File: src/rtl/ifetch_ctrl.sv
// Instruction fetch controller: drives the PC register's next value, fetches
// one instruction at a time over req/gnt/rvalid and hands it to decode.
module ifetch_ctrl #(
  parameter int ADDR_W  = 32,
  parameter int DATA_W  = 32,
  parameter int PC_STEP = 4
) (
  input  logic              clk,
  input  logic              rst,
  input  logic [ADDR_W-1:0] pc,
  output logic [ADDR_W-1:0] next_pc,
  input  logic              branch_valid,
  input  logic [ADDR_W-1:0] branch_target,
  output logic              imem_req,
  output logic [ADDR_W-1:0] imem_addr,
  input  logic              imem_gnt,
  input  logic              imem_rvalid,
  input  logic [DATA_W-1:0] imem_rdata,
  output logic              inst_valid,
  output logic [DATA_W-1:0] inst,
  output logic [ADDR_W-1:0] inst_pc,
  input  logic              inst_ready
);

  typedef enum logic [1:0] {IDLE, REQ, WAIT, HOLD} state_e;

  state_e            state_q, state_d;
  logic [ADDR_W-1:0] fetch_addr_q, fetch_addr_d;
  logic              drop_q, drop_d;
  logic              inst_valid_q, inst_valid_d;
  logic [DATA_W-1:0] inst_q, inst_d;
  logic [ADDR_W-1:0] inst_pc_q, inst_pc_d;

  logic [ADDR_W-1:0] target_aligned;
  logic [ADDR_W-1:0] pc_inc;

  assign target_aligned = {branch_target[ADDR_W-1:2], 2'b00};
  assign pc_inc         = pc + ADDR_W'(PC_STEP);

  always_comb begin
    if (branch_valid)                     next_pc = target_aligned;
    else if (inst_valid_q && inst_ready)  next_pc = pc_inc;
    else                                  next_pc = pc;
  end

  assign imem_req   = (state_q == REQ);
  assign imem_addr  = fetch_addr_q;
  assign inst_valid = inst_valid_q;
  assign inst       = inst_q;
  assign inst_pc    = inst_pc_q;

  always_comb begin
    state_d      = state_q;
    fetch_addr_d = fetch_addr_q;
    drop_d       = drop_q;
    inst_valid_d = inst_valid_q;
    inst_d       = inst_q;
    inst_pc_d    = inst_pc_q;
    unique case (state_q)
      IDLE: begin
        state_d      = REQ;
        fetch_addr_d = next_pc;
      end
      REQ: begin
        // A redirect cannot retarget a pending request; mark its response stale.
        if (branch_valid) drop_d = 1'b1;
        if (imem_gnt)     state_d = WAIT;
      end
      WAIT: begin
        if (imem_rvalid) begin
          if (drop_q || branch_valid) begin
            drop_d       = 1'b0;
            state_d      = REQ;
            fetch_addr_d = next_pc;
          end else begin
            inst_d       = imem_rdata;
            inst_pc_d    = fetch_addr_q;
            inst_valid_d = 1'b1;
            state_d      = HOLD;
          end
        end else if (branch_valid) begin
          drop_d = 1'b1;
        end
      end
      HOLD: begin
        if (branch_valid) begin
          inst_valid_d = 1'b0;
          state_d      = REQ;
          fetch_addr_d = target_aligned;
        end else if (inst_ready) begin
          inst_valid_d = 1'b0;
          state_d      = REQ;
          fetch_addr_d = pc_inc;
        end
      end
      default: state_d = IDLE;
    endcase
  end

  always_ff @(posedge clk or posedge rst) begin
    if (rst) begin
      state_q      <= IDLE;
      fetch_addr_q <= '0;
      drop_q       <= 1'b0;
      inst_valid_q <= 1'b0;
      inst_q       <= '0;
      inst_pc_q    <= '0;
    end else begin
      state_q      <= state_d;
      fetch_addr_q <= fetch_addr_d;
      drop_q       <= drop_d;
      inst_valid_q <= inst_valid_d;
      inst_q       <= inst_d;
      inst_pc_q    <= inst_pc_d;
    end
  end

endmodule
File: config.mk
export PLATFORM = sky130hd
export DESIGN_NAME = ifetch_ctrl
export DESIGN_NICKNAME = d
export VERILOG_FILES = /design/src/rtl/ifetch_ctrl.sv
export SDC_FILE = /design/constraint.sdc
export NUM_CORES = 1
export LEC_CHECK = 0
export BUFFER_PORTS_ARGS = -buffer_cell sky130_fd_sc_hd__buf_4
export CORE_UTILIZATION = 54
export CTS_CLUSTER_DIAMETER = 100
export DETAILED_ROUTE_END_ITERATION = 8
export HOLD_SLACK_MARGIN = 0.15
export PLACE_DENSITY = 0.87
export SETUP_SLACK_MARGIN = 0.3
export SLEW_MARGIN = 10
export SYNTH_ARGS = -nofsm -noshare
export SYNTH_HDL_FRONTEND = slang
export SYNTH_SLANG_ARGS = --single-unit
File: constraint.sdc
create_clock -name clk -period 6.1 [get_ports clk]
set_input_delay 0.915 -clock clk [delete_from_list [all_inputs] [get_ports clk]]
set_output_delay 0.915 -clock clk [all_outputs]
set_load 0.005 [all_outputs]
## Word level (Yosys, flattened, before mapping)

Index checks and enable logic that the tools add are counted.
W data, S select, Z words.

| word-level totals | value |
|---|---|
| word-level logic and storage cells | 50 |
| input bits | 102 |
| bits in read-only memories | 0 |
| memories | 0 |
| output and inout port bits | 130 |
| register bits after elaboration | 100 |
| RAM bits | 0 |
| bits in latches | 0 |

| cells by class | value |
|---|---|
| $mul | 0 |
| bitwise logic cells | 1 |
| add/subtract/negate cells | 1 |
| reduce and logical (&&, ||, !) cells | 11 |
| muxes and demuxes | 22 |
| shift-type cells | 0 |
| divide/modulo/power cells | 0 |
| eq/ne operators | 9 |
| order comparisons | 0 |

Operators by type and width:

| cell | count |
|---|---|
| $mux W32 | 6 |
| $pmux W32 S3 | 1 |
| $add A32 B3 Y32 const B | 1 |
| $mux W2 | 5 |
| $pmux W2 S4 | 1 |
| $reduce_and A4 Y1 | 2 |
| $mux W1 | 7 |
| $ne A2 B2 Y1 const B | 3 |
| $ne A3 B3 Y1 const B | 2 |
| $reduce_and A3 Y1 | 2 |
| $eq A2 B2 Y1 const B | 2 |
| $pmux W1 S2 | 2 |
| $reduce_bool A2 Y1 | 2 |
| $reduce_bool A3 Y1 | 1 |
| $eq A2 B1 Y1 const B | 1 |
| $logic_not A2 Y1 | 1 |
| $ne A2 B1 Y1 const B | 1 |
| $reduce_and A2 Y1 | 1 |
| $logic_and A1 B1 Y1 | 1 |
| $logic_or A1 B1 Y1 | 1 |
| $not A1 Y1 | 1 |

## Depth between registers and ports, before layout

Gate-level depths: netlist (run 1).

| logic depth | value |
|---|---|
| word-level depth | 6 |
| mapped depth | 9 |
| depth with buffers taken out | 7 |

## Least setup slack after synthesis (run 1)

OpenSTA, ideal clock, no wires.

| timing | value |
|---|---|
| path type | input port to output port |
| start point | input pc[6] |
| end point | output next_pc[28] |
| arrival | 2,499 ps |
| buffers on the path | 3 |
| stages on the path | 8 |
| data required time | 5,185 ps |
| setup slack | 2,686 ps |
| path through | buf_2 nand4_2 buf_6 or4_4 buf_6 o31a_1 nor3_1 a21oi_1 |

| on the way | value |
|---|---|
| word-level cells in the longest chain between the ends | 3 |

RTL lines:

| element | RTL line | source |
|---|---|---|
| start, declared | 10 | `input logic [ADDR_W-1:0] pc,` |
| $add A32 B3 Y32 | 38 | `assign pc_inc = pc + ADDR_W'(PC_STEP);` |
| $mux W32 | 42 | `else if (inst_valid_q && inst_ready) next_pc = pc_inc;` |
| $mux W32 | 41 | `if (branch_valid) next_pc = target_aligned;` |
| end, declared | 11 | `output logic [ADDR_W-1:0] next_pc,` |

No other way between the ends.

## Worst setup path after layout (run 1)

| timing | value |
|---|---|
| start point | input pc[6] |
| end point | output next_pc[29] |

The elaborated chain is that of the path after synthesis.

==> flow_summary.toml, run 1 <==
[outcome]
outcome = "finished clean"

[layout]
layout.nets = 912
fill_cells = 799
area_growth_pct = 32.0
n_antenna_cell = 0
drive_gt1_frac = 0.427

[worst_setup_path]
path_buf_inv = 2
path_cells = "buf_4 > nand4_2 > nor4_1 > nand3_1 > xor2_1 > a21oi_1 > buf_4"
slowest_stage = "nor4_1"
slowest_delay_ns = 1.04
endpoint_kind = "output pin"
cp-start-kind = "input port"
cp_common_cell = "buf_4"
path_delay_family = "simple AND/OR/NAND/NOR gates"
crit_fanout = 12
critPathRequiredTime_ns = 5.18
cp.arrival_ns = 3.17
critical_path_class = "in -> out"

[job]
maxCapViolations = 0

[power]
vdd_drop_max_v = 0.000233
finalPower_w = 0.00272
p_leak_nw = 3.79
powerDensity_nw_per_um2 = 345

[floorplanning]
initial_core_util = 0.554
boundaryPins = 232
die_area_um2 = 11500
core_um2 = 10800
die-height_um = 107
rows = 38
die_w_um = 107

[clock_network]
postCtsSetupRepairBufs = 0
clock_sinks = 100
h-tree-depth = 3
cts-buffers-inserted = 9
clk-insertion-delay-late_ns = 0.38
cts.path.max_buffers = 2
cts_hold_buf = 0
cts.clk_slew.worst_paths_ns = 0.09
ctsResizeCount = 0
cts_tree = "built"
cts_root_buffer = "clkbuf_8"

[routing]
drcViolationCount = 0
firstDrtPassIters = 6
wl_mm = 17.8
drt_iter0_markers = 383
routed_via_density = 5.95
wl_per_cell_um = 18.8
ant_nets = 0
vias = 5650

[place]
place_ws_ns = 2.12
gp_congestion = 0.911
place_hpwl_mm = 13.1
io_buffers = 229

[global_routing]
antenna_found_initial = 0
overflow = 0
use_met2 = 0.507
grt_pass1_wl_mm = 27.3
grt_max_degree = 64
grt_busiest_layer = "met2"
grtUsageMet3 = 0.0371
met1_usage = 0.407
track_usage = 0.309
grt_pass1_vias = 5303

[synthesis]
ys_seq_area_frac = 0.419
ys_warn_count = 0
async_flop_share = 1.00
synth_edf_count = 0
synth_area_um2 = 5980
synth_cell_types = 58
syn_nets = 718
synth_flop_cell = "dfrtp_1"
synthCells = 611
ys_seq_elements = 100
syn_area_per_cell_um2 = 9.78

[sta]
finalCriticalPeriod_ns = 4.08
worst_slack_ns = 2.02
whs_ns = 0.515
drv_slew = 0
skew_ns = 0.0142
max_clock_freq_mhz = 245
setup_viol = 0
rsz0062_at_grt = "no"
fin_crit_sh = 0.670
hold_viol_final = 0
max_slew_margin = 0.260
tns_ns = 0
tightest_slew_ns = 1.10

[hold_path]
hp-class = "reg -> reg"
==> cell type report <==
| class | instances | area [µm²] | share of cell area |
|---|---|---|---|
| Multi-Input combinational cell | 441 | 3170 | 0.401 |
| Sequential cell | 100 | 2500 | 0.317 |
| Clock buffer | 11 | 131 | 0.0166 |
| Tap cell | 140 | 175 | 0.0222 |
| Timing Repair Buffer | 235 | 1760 | 0.224 |
| Inverter | 18 | 70.1 | 0.00888 |
| Clock inverter | 5 | 82.6 | 0.0105 |
==> state kept, by name, indices dropped and copies added, names as in the netlist <==
name / flops
imem_addr: 32
inst: 32
inst_pc: 32
inst_valid: 1
drop_q: 1
state_q: 2
==> through the flow <==
| step | instance area [µm²] | util | std cells |
|---|---|---|---|
| global route | 7890 | 0.731 | 950 |
| detailed placement | 7680 | 0.711 | 934 |
| floorplan | 5980 | - | 611 |
| global placement | 7680 | 0.711 | 934 |
| finish | 7890 | 0.731 | 950 |
| CTS | 7890 | 0.731 | 950 |
==> where the power goes <==
part	total (W)	internal, W	switching, W	leakage (nW)
logic	0.00112	0.000621	0.000504	2.37
registers	0.00112	0.000924	0.000193	1.31
clock network	0.000478	0.000234	0.000244	0.108
==> cells in the mapped netlist (10+ instances only) <==
cell | count | area share
a21oi_1 | 31 | 0.026
a31oi_1 | 14 | 0.015
buf_2 | 18 | 0.015
clkbuf_1 | 25 | 0.016
dfrtp_1 | 100 | 0.42
inv_1 | 17 | 0.011
mux2_2 | 75 | 0.14
mux2i_1 | 10 | 0.017
nand2_1 | 49 | 0.031
nand3_1 | 14 | 0.012
nand4_1 | 15 | 0.016
nor2_1 | 35 | 0.022
nor3_1 | 24 | 0.020
nor4_1 | 14 | 0.015
o21ai_0 | 30 | 0.025
xnor2_1 | 14 | 0.021
xor2_1 | 19 | 0.028
==> metal layers <==
layer / wire [µm] / part of all wire
met2: 8740 / 0.49
met4: 517 / 0.029
met1: 7230 / 0.41
met3: 1350 / 0.076
met5: 0 / 0
==> final timing paths <==
kind | from | endpoint | slack [ns] | cells after the start
min reg2reg | inst[30]$_DFFE_PP0P_ | inst[30]$_DFFE_PP0P_ | 0.52 | 1
max reg2reg | state_q[0]$_DFFE_PP0P_ | imem_addr[29]$_DFFE_PP0P_ | 3.52 | 6
min in group asynchronous | rst | inst[5]$_DFFE_PP0P_ | 0.56 | 2
max in group asynchronous | rst | inst_pc[4]$_DFFE_PP0P_ | 4.35 | 3
max | pc[6] | next_pc[29] | 2.02 | 7
min | inst[30]$_DFFE_PP0P_ | inst[30]$_DFFE_PP0P_ | 0.52 | 1
==> placed cells by master, fill, tap and decap left out, types with 3 or more instances in the layout <==
master    instances
nor3_2            6
nand4_2           3
o31ai_1           5
and4_1            5
ha_1              5
inv_1            16
nor2_1           35
a21boi_0          9
o211ai_1          3
xnor2_1          14
o21ai_1           5
buf_4           235
nand3_1          14
or4_1             4
a21oi_1          31
or3_1             4
nor2b_1           5
mux2i_1          10
mux2_2           75
nor4_2            3
dfrtp_1         100
nor3_1           23
nand2_1          49
o21ai_0          30
xor2_1           19
o31a_1            6
clkbuf_8          9
nand4_1          15
nor4_4            3
and3_1            3
nor4_1           14
a31oi_1          14
==> cell families after synthesis <==
group / after synthesis / share of synthesized area
compound gates: 118 / 0.121
xor+xnor: 33 / 0.0484
fa+ha+maj: 5 / 0.0105
buf+inv: 70 / 0.0523
flops: 100 / 0.419
mux: 85 / 0.158
simple gates: 200 / 0.191
(Power assumes the default switching activity.)
==> inputs of run 2 (changes only) <==
--- a/config.mk
+++ b/config.mk
@@ -6,11 +6,11 @@
 export NUM_CORES = 1
 export LEC_CHECK = 0
 export BUFFER_PORTS_ARGS = -buffer_cell sky130_fd_sc_hd__buf_4
-export CORE_UTILIZATION = 54
+export CORE_UTILIZATION = 45
 export CTS_CLUSTER_DIAMETER = 100
 export DETAILED_ROUTE_END_ITERATION = 8
 export HOLD_SLACK_MARGIN = 0.15
-export PLACE_DENSITY = 0.87
+export PLACE_DENSITY = 0.78
 export SETUP_SLACK_MARGIN = 0.3
 export SLEW_MARGIN = 10
 export SYNTH_ARGS = -nofsm -noshare
==> constraint.sdc (replaced) <==
create_clock -name clk -period 3.3 [get_ports clk]
set_input_delay 0.495 -clock clk [delete_from_list [all_inputs] [get_ports clk]]
set_output_delay 0.495 -clock clk [all_outputs]
set_load 0.005 [all_outputs]
==> run 2 against run 1 <==
Against the previous run: combinational power grew 88%; clock power is 130% higher; sequential cell count unchanged; first-iteration DRC count rose by 1.3%; register-to-register slack got worse by 2.8 ns; clock skew decreased by 0.0044 ns; utilization decreased by 9.5 points; die area rose by 20%; via count is 0.74% lower; total power up 93%; critical path depth fell by 1.
==> flow_summary.toml, run 2 (synthesis gave the netlist of run 1 again) <==
[worst_setup_path]
crit-reg2reg-launch = "state_q[0]$_DFFE_PP0P_"
cp.arrival_ns = 2.40
crit_fanout = 8
critPathRequiredTime_ns = 2.80
critical_path_class = "reg -> out"
slowest_stage = "or4_1"
path_cells = "nand3_1 > or4_1 > o31a_1 > o21ai_0 > nand2_1 > buf_4"
cp-start-kind = "register"
worstSetupStartpoint = "inst_valid$_DFFE_PP0P_"
endpoint_kind = "output pin"
slowest_delay_ns = 0.70

[floorplanning]
rows = 41
die_area_um2 = 13700
die_w_um = 117
boundaryPins = 232
die-height_um = 117
core_um2 = 12800
initial_core_util = 0.468

[sta]
setup_viol = 0
max_slew_margin = 0.334
tightest_slew_ns = 0.997
skew_ns = 0.00979
hold_viol_final = 0
drv_slew = 0
rsz0062_at_grt = "no"
fin_crit_sh = 0.877
finalCriticalPeriod_ns = 2.89
tns_ns = 0
max_clock_freq_mhz = 346
worst_slack_ns = 0.407

[layout]
seqCellArea_um2 = 2500
fin_area_um2 = 8120
layout.nets = 920
n_antenna_cell = 0
final_common_cell = "buf_4"
multi_input_area_um2 = 3170
stdcell_count = 989
final_cell_mix = "240 x buf_4, 100 x dfrtp_1, 75 x mux2_2, 49 x nand2_1, 35 x nor2_1"
drive_gt1_frac = 0.435
area_growth_pct = 35.9
fill_cells = 1051

[global_routing]
overflow = 0
antenna_found_initial = 0
grt_pass1_wl_mm = 27.7
track_usage = 0.263
grt_max_degree = 62
grt_pass1_vias = 5531

[job]
maxCapViolations = 0

[clock_network]
cts-buffers-inserted = 9
postCtsSetupRepairBufs = 0
cts_tree = "built"
clk-insertion-delay-late_ns = 0.35
cts_root_buffer = "clkbuf_16"
cts_hold_buf = 0
cts.path.max_buffers = 2
h-tree-depth = 3
cts.clk_slew.worst_paths_ns = 0.07
clock_sinks = 100
ctsResizeCount = 0

[power]
switchingPower_w = 0.00178
power_frac_comb = 0.402
powerDensity_nw_per_um2 = 648
p_leak_nw = 3.86
vdd_drop_max_v = 0.000275
clock_power_share = 0.207
switching_share = 0.338
pwr-share-seq = 0.391
power.internal_w = 0.00348

[place]
gp_congestion = 0.963
placed_cell_area_um2 = 7820
place_ws_ns = 0.472
place_hpwl_mm = 13.5
io_buffers = 229
dp.cells = 974

[routing]
drt_iter0_markers = 388
wl_per_cell_um = 18.2
ant_nets = 0
drcViolationCount = 0
met1Wirelength_mm = 7.36
dr.max_layer_used = "met4"
vias = 5608
wl_met2_mm = 8.67
wl_mm = 18.0
routed_via_density = 5.67
firstDrtPassIters = 5
wl_met3_mm = 1.46

[outcome]
outcome = "finished clean"

[hold_path]
hp-class = "in -> async"
[run 2: cell count changes in the layout (fill, tap and decap cells not counted), sizes merged]
cell / delta
buf: +8
clkinvlp: +4
clkbuf: -2
bufinv: -1
clkinv: -1
inv: -1
[run 2: power groups by stage]
stage / logic, W / clock network [W] / registers [W]
2_1_floorplan: 0.000920 / 0 / 0.00204
3_3_place_gp: 0.00206 / 0 / 0.00205
3_5_place_dp: 0.00212 / 0 / 0.00209
4_1_cts: 0.00213 / 0.00110 / 0.00206
5_1_grt: 0.00233 / 0.00115 / 0.00213
6_report: 0.00211 / 0.00109 / 0.00206
[run 2: final timing paths]
path / to / slack (ns) / cells past startpoint
min in group clk: drop_q$_DFFE_PP0P_ / 0.37 / 2
worst min-delay path: inst_pc[27]$_DFFE_PP0P_ / 0.36 / 2
worst min register to register: inst_pc[25]$_DFFE_PP0P_ / 0.51 / 1
max in group asynchronous: imem_addr[26]$_DFFE_PP0P_ / 2.13 / 3
worst max register to register: imem_addr[22]$_DFFE_PP0P_ / 0.74 / 5
worst max-delay path: next_pc[25] / 0.41 / 6
[run 2: layer usage]
metal / global-route usage / vias up
li1: - / 2621
met1: 0.329 / 2672
met2: 0.445 / 276
met3: 0.0474 / 39
met4: 0.111 / 0
met5: 0 / -
[run 2: final cells by class]
class                           count  area share
Multi-Input combinational cell    441       0.391
Clock inverter                      6     0.00894
Inverter                           18     0.00878
Sequential cell                   100       0.308
Clock buffer                        9      0.0277
Tap cell                          172      0.0265
Timing Repair Buffer              243       0.229
[run 2: through the flow]
step | utilization | hold WS (ns) | power (W)
3_3_place_gp | 0.612 | 0.490 | 0.00411
3_5_place_dp | 0.612 | 0.497 | 0.00420
5_1_grt | 0.636 | 0.368 | 0.00561
6_report | 0.636 | 0.362 | 0.00526
4_1_cts | 0.636 | 0.365 | 0.00530
2_1_floorplan | - | 0.486 | 0.00296
[run 2: worst max-delay path, delay by kind of cell (launching register included)]
kind	cells	cell delay [ns]
flip-flops	1	0.38
buffers and inverters	1	0.14
AND/OR/NAND/NOR	3	0.98
AO/OA/AOI/OAI	2	0.55
==> inputs of run 3 (changes only) <==
--- a/config.mk
+++ b/config.mk
@@ -10,7 +10,7 @@
 export CTS_CLUSTER_DIAMETER = 100
 export DETAILED_ROUTE_END_ITERATION = 8
 export HOLD_SLACK_MARGIN = 0.15
-export PLACE_DENSITY = 0.78
+export PLACE_DENSITY_LB_ADDON = 0.05
 export SETUP_SLACK_MARGIN = 0.3
 export SLEW_MARGIN = 10
 export SYNTH_ARGS = -nofsm -noshare
==> run 3 against run 2 <==
Against the previous run: worst setup slack better by 0.033 ns; via count shrank 1.1%; worst hold slack better by 0.0025 ns; die area unchanged; utilization down 0.059 points; sequential power about the same; count of clock-buffer cells in the layout increased by 1; clock power is essentially flat; critical path type is now in -> out.
==> flow_summary.toml, run 3 (synthesis gave the netlist of run 1 again) <==
[global_routing]
grt_pass1_wl_mm = 27.3
overflow = 0
grt_max_degree = 49
antenna_found_initial = 0
grt_pass1_vias = 5285
track_usage = 0.264

[worst_setup_path]
cp-start-kind = "input port"
endpoint_kind = "output pin"
rr_worst_depth = 5
cp.arrival_ns = 2.37
crit_end = "next_pc[29]"
crit_fanout = 8
worstSetupStartpoint = "pc[6]"
ff2ff_setup_slack_ns = 0.78
critPathRequiredTime_ns = 2.80
reg2reg_to = "imem_addr[29]$_DFFE_PP0P_"
crit-reg2reg-launch = "state_q[0]$_DFFE_PP0P_"
critical_path_class = "in -> out"

[layout]
drive_gt1_frac = 0.437
area_growth_pct = 35.8
layout.nets = 923
utilization = 0.635
final_common_cell = "buf_4"
final_cell_mix = "245 x buf_4, 100 x dfrtp_1, 75 x mux2_2, 49 x nand2_1, 35 x nor2_1"
fill_cells = 1107
n_antenna_cell = 0

[routing]
wl_per_cell_um = 18.0
routed_via_density = 5.59
vias = 5549
drt_iter0_markers = 277
ant_nets = 0
wl_mm = 17.9
firstDrtPassIters = 5
drcViolationCount = 0

[clock_network]
clk-insertion-delay-late_ns = 0.35
h-tree-depth = 3
cts.path.max_buffers = 2
cts_hold_buf = 0
cts.clk_slew.worst_paths_ns = 0.07
cts-buffers-inserted = 9
cts_tree = "built"
cts_root_buffer = "clkbuf_16"
clock_sinks = 100

[hold_path]
whs_path_depth = 2
hp-class = "in -> reg"

[sta]
hold_viol_final = 0
drv_slew = 0
skew_ns = 0.00571
max_clock_freq_mhz = 350
max_slew_margin = 0.291
finalCriticalPeriod_ns = 2.86
fin_crit_sh = 0.867
whs_ns = 0.365
tightest_slew_ns = 1.06
rsz0062_at_grt = "yes"
worst_slack_ns = 0.440
tns_ns = 0
setup_viol = 0

[place]
place_hpwl_mm = 13.3
place_ws_ns = 0.409
io_buffers = 229
gp_congestion = 0.857

[floorplanning]
rows = 41
boundaryPins = 232
initial_core_util = 0.468
die-height_um = 117
core_um2 = 12800
die_area_um2 = 13700
die_w_um = 117

[job]
maxCapViolations = 0

[power]
powerDensity_nw_per_um2 = 642
p_leak_nw = 3.88
vdd_drop_max_v = 0.000289

[outcome]
outcome = "finished clean"
==> run 3: changes by cell type in the layout (fill, tap and decap cells not counted), sizes merged <==
cell	delta
buf	+3
clkbuf	+1
clkinv	+1
clkinvlp	-2
==> run 3: area by class of cell <==
cell class	instances	area [µm²]	share of cell area
sequential	100	2500	0.308
multi-input combinational	441	3180	0.392
timing repair buffer	246	1860	0.229
tap	172	215	0.0265
clock buffer	10	229	0.0282
inverter	18	71.3	0.00879
clock inverter	5	60.1	0.00740
==> run 3: where the power goes <==
group	leakage, nW	internal [W]	switching (W)
registers	1.31	0.00171	0.000321
logic	2.43	0.00117	0.000934
clock network	0.139	0.000589	0.000487
==> run 3: worst min path at each step <==
| stage | start | endpoint |
|---|---|---|
| 2_1_floorplan | imem_addr[0]$_DFFE_PP0P_ | imem_addr[0]$_DFFE_PP0P_ |
| 3_3_place_gp | imem_addr[0]$_DFFE_PP0P_ | imem_addr[0]$_DFFE_PP0P_ |
| 3_5_place_dp | inst[26]$_DFFE_PP0P_ | inst[26]$_DFFE_PP0P_ |
| 4_1_cts | imem_rvalid | drop_q$_DFFE_PP0P_ |
| 5_1_grt | imem_rvalid | drop_q$_DFFE_PP0P_ |
| 6_report | imem_rvalid | drop_q$_DFFE_PP0P_ |
==> run 3: critical path: stages <==
cell	delay [ns]
buf_4	0.13
nand4_2	0.22
buf_4	0.25
nor4_1	0.43
buf_4	0.22
nand3_1	0.09
xor2_1	0.25
a21oi_1	0.10
buf_4	0.17
==> run 3: timing repair <==
action / 4_1_cts / 5_1_grt
gates resized for setup: 0 / 1
setup endpoints to repair: 0 / 2
buffers inserted: 0 / 2
==> run 3: layer usage <==
| layer | wire [µm] | track usage | up-vias |
|---|---|---|---|
| met3 | 1370 | 0.0628 | 25 |
| li1 | - | - | 2629 |
| met4 | 356 | 0.0911 | 0 |
| met2 | 8590 | 0.438 | 227 |
| met1 | 7570 | 0.335 | 2668 |
| met5 | 0 | 0 | - |
==> run 3: stage by stage <==
step,cells,instance area (µm²),total power (W)
6_report,992,8110,0.00521
3_3_place_gp,975,7810,0.00411
3_5_place_dp,975,7810,0.00418
5_1_grt,992,8110,0.00555
2_1_floorplan,611,5980,0.00296
4_1_cts,990,8100,0.00527
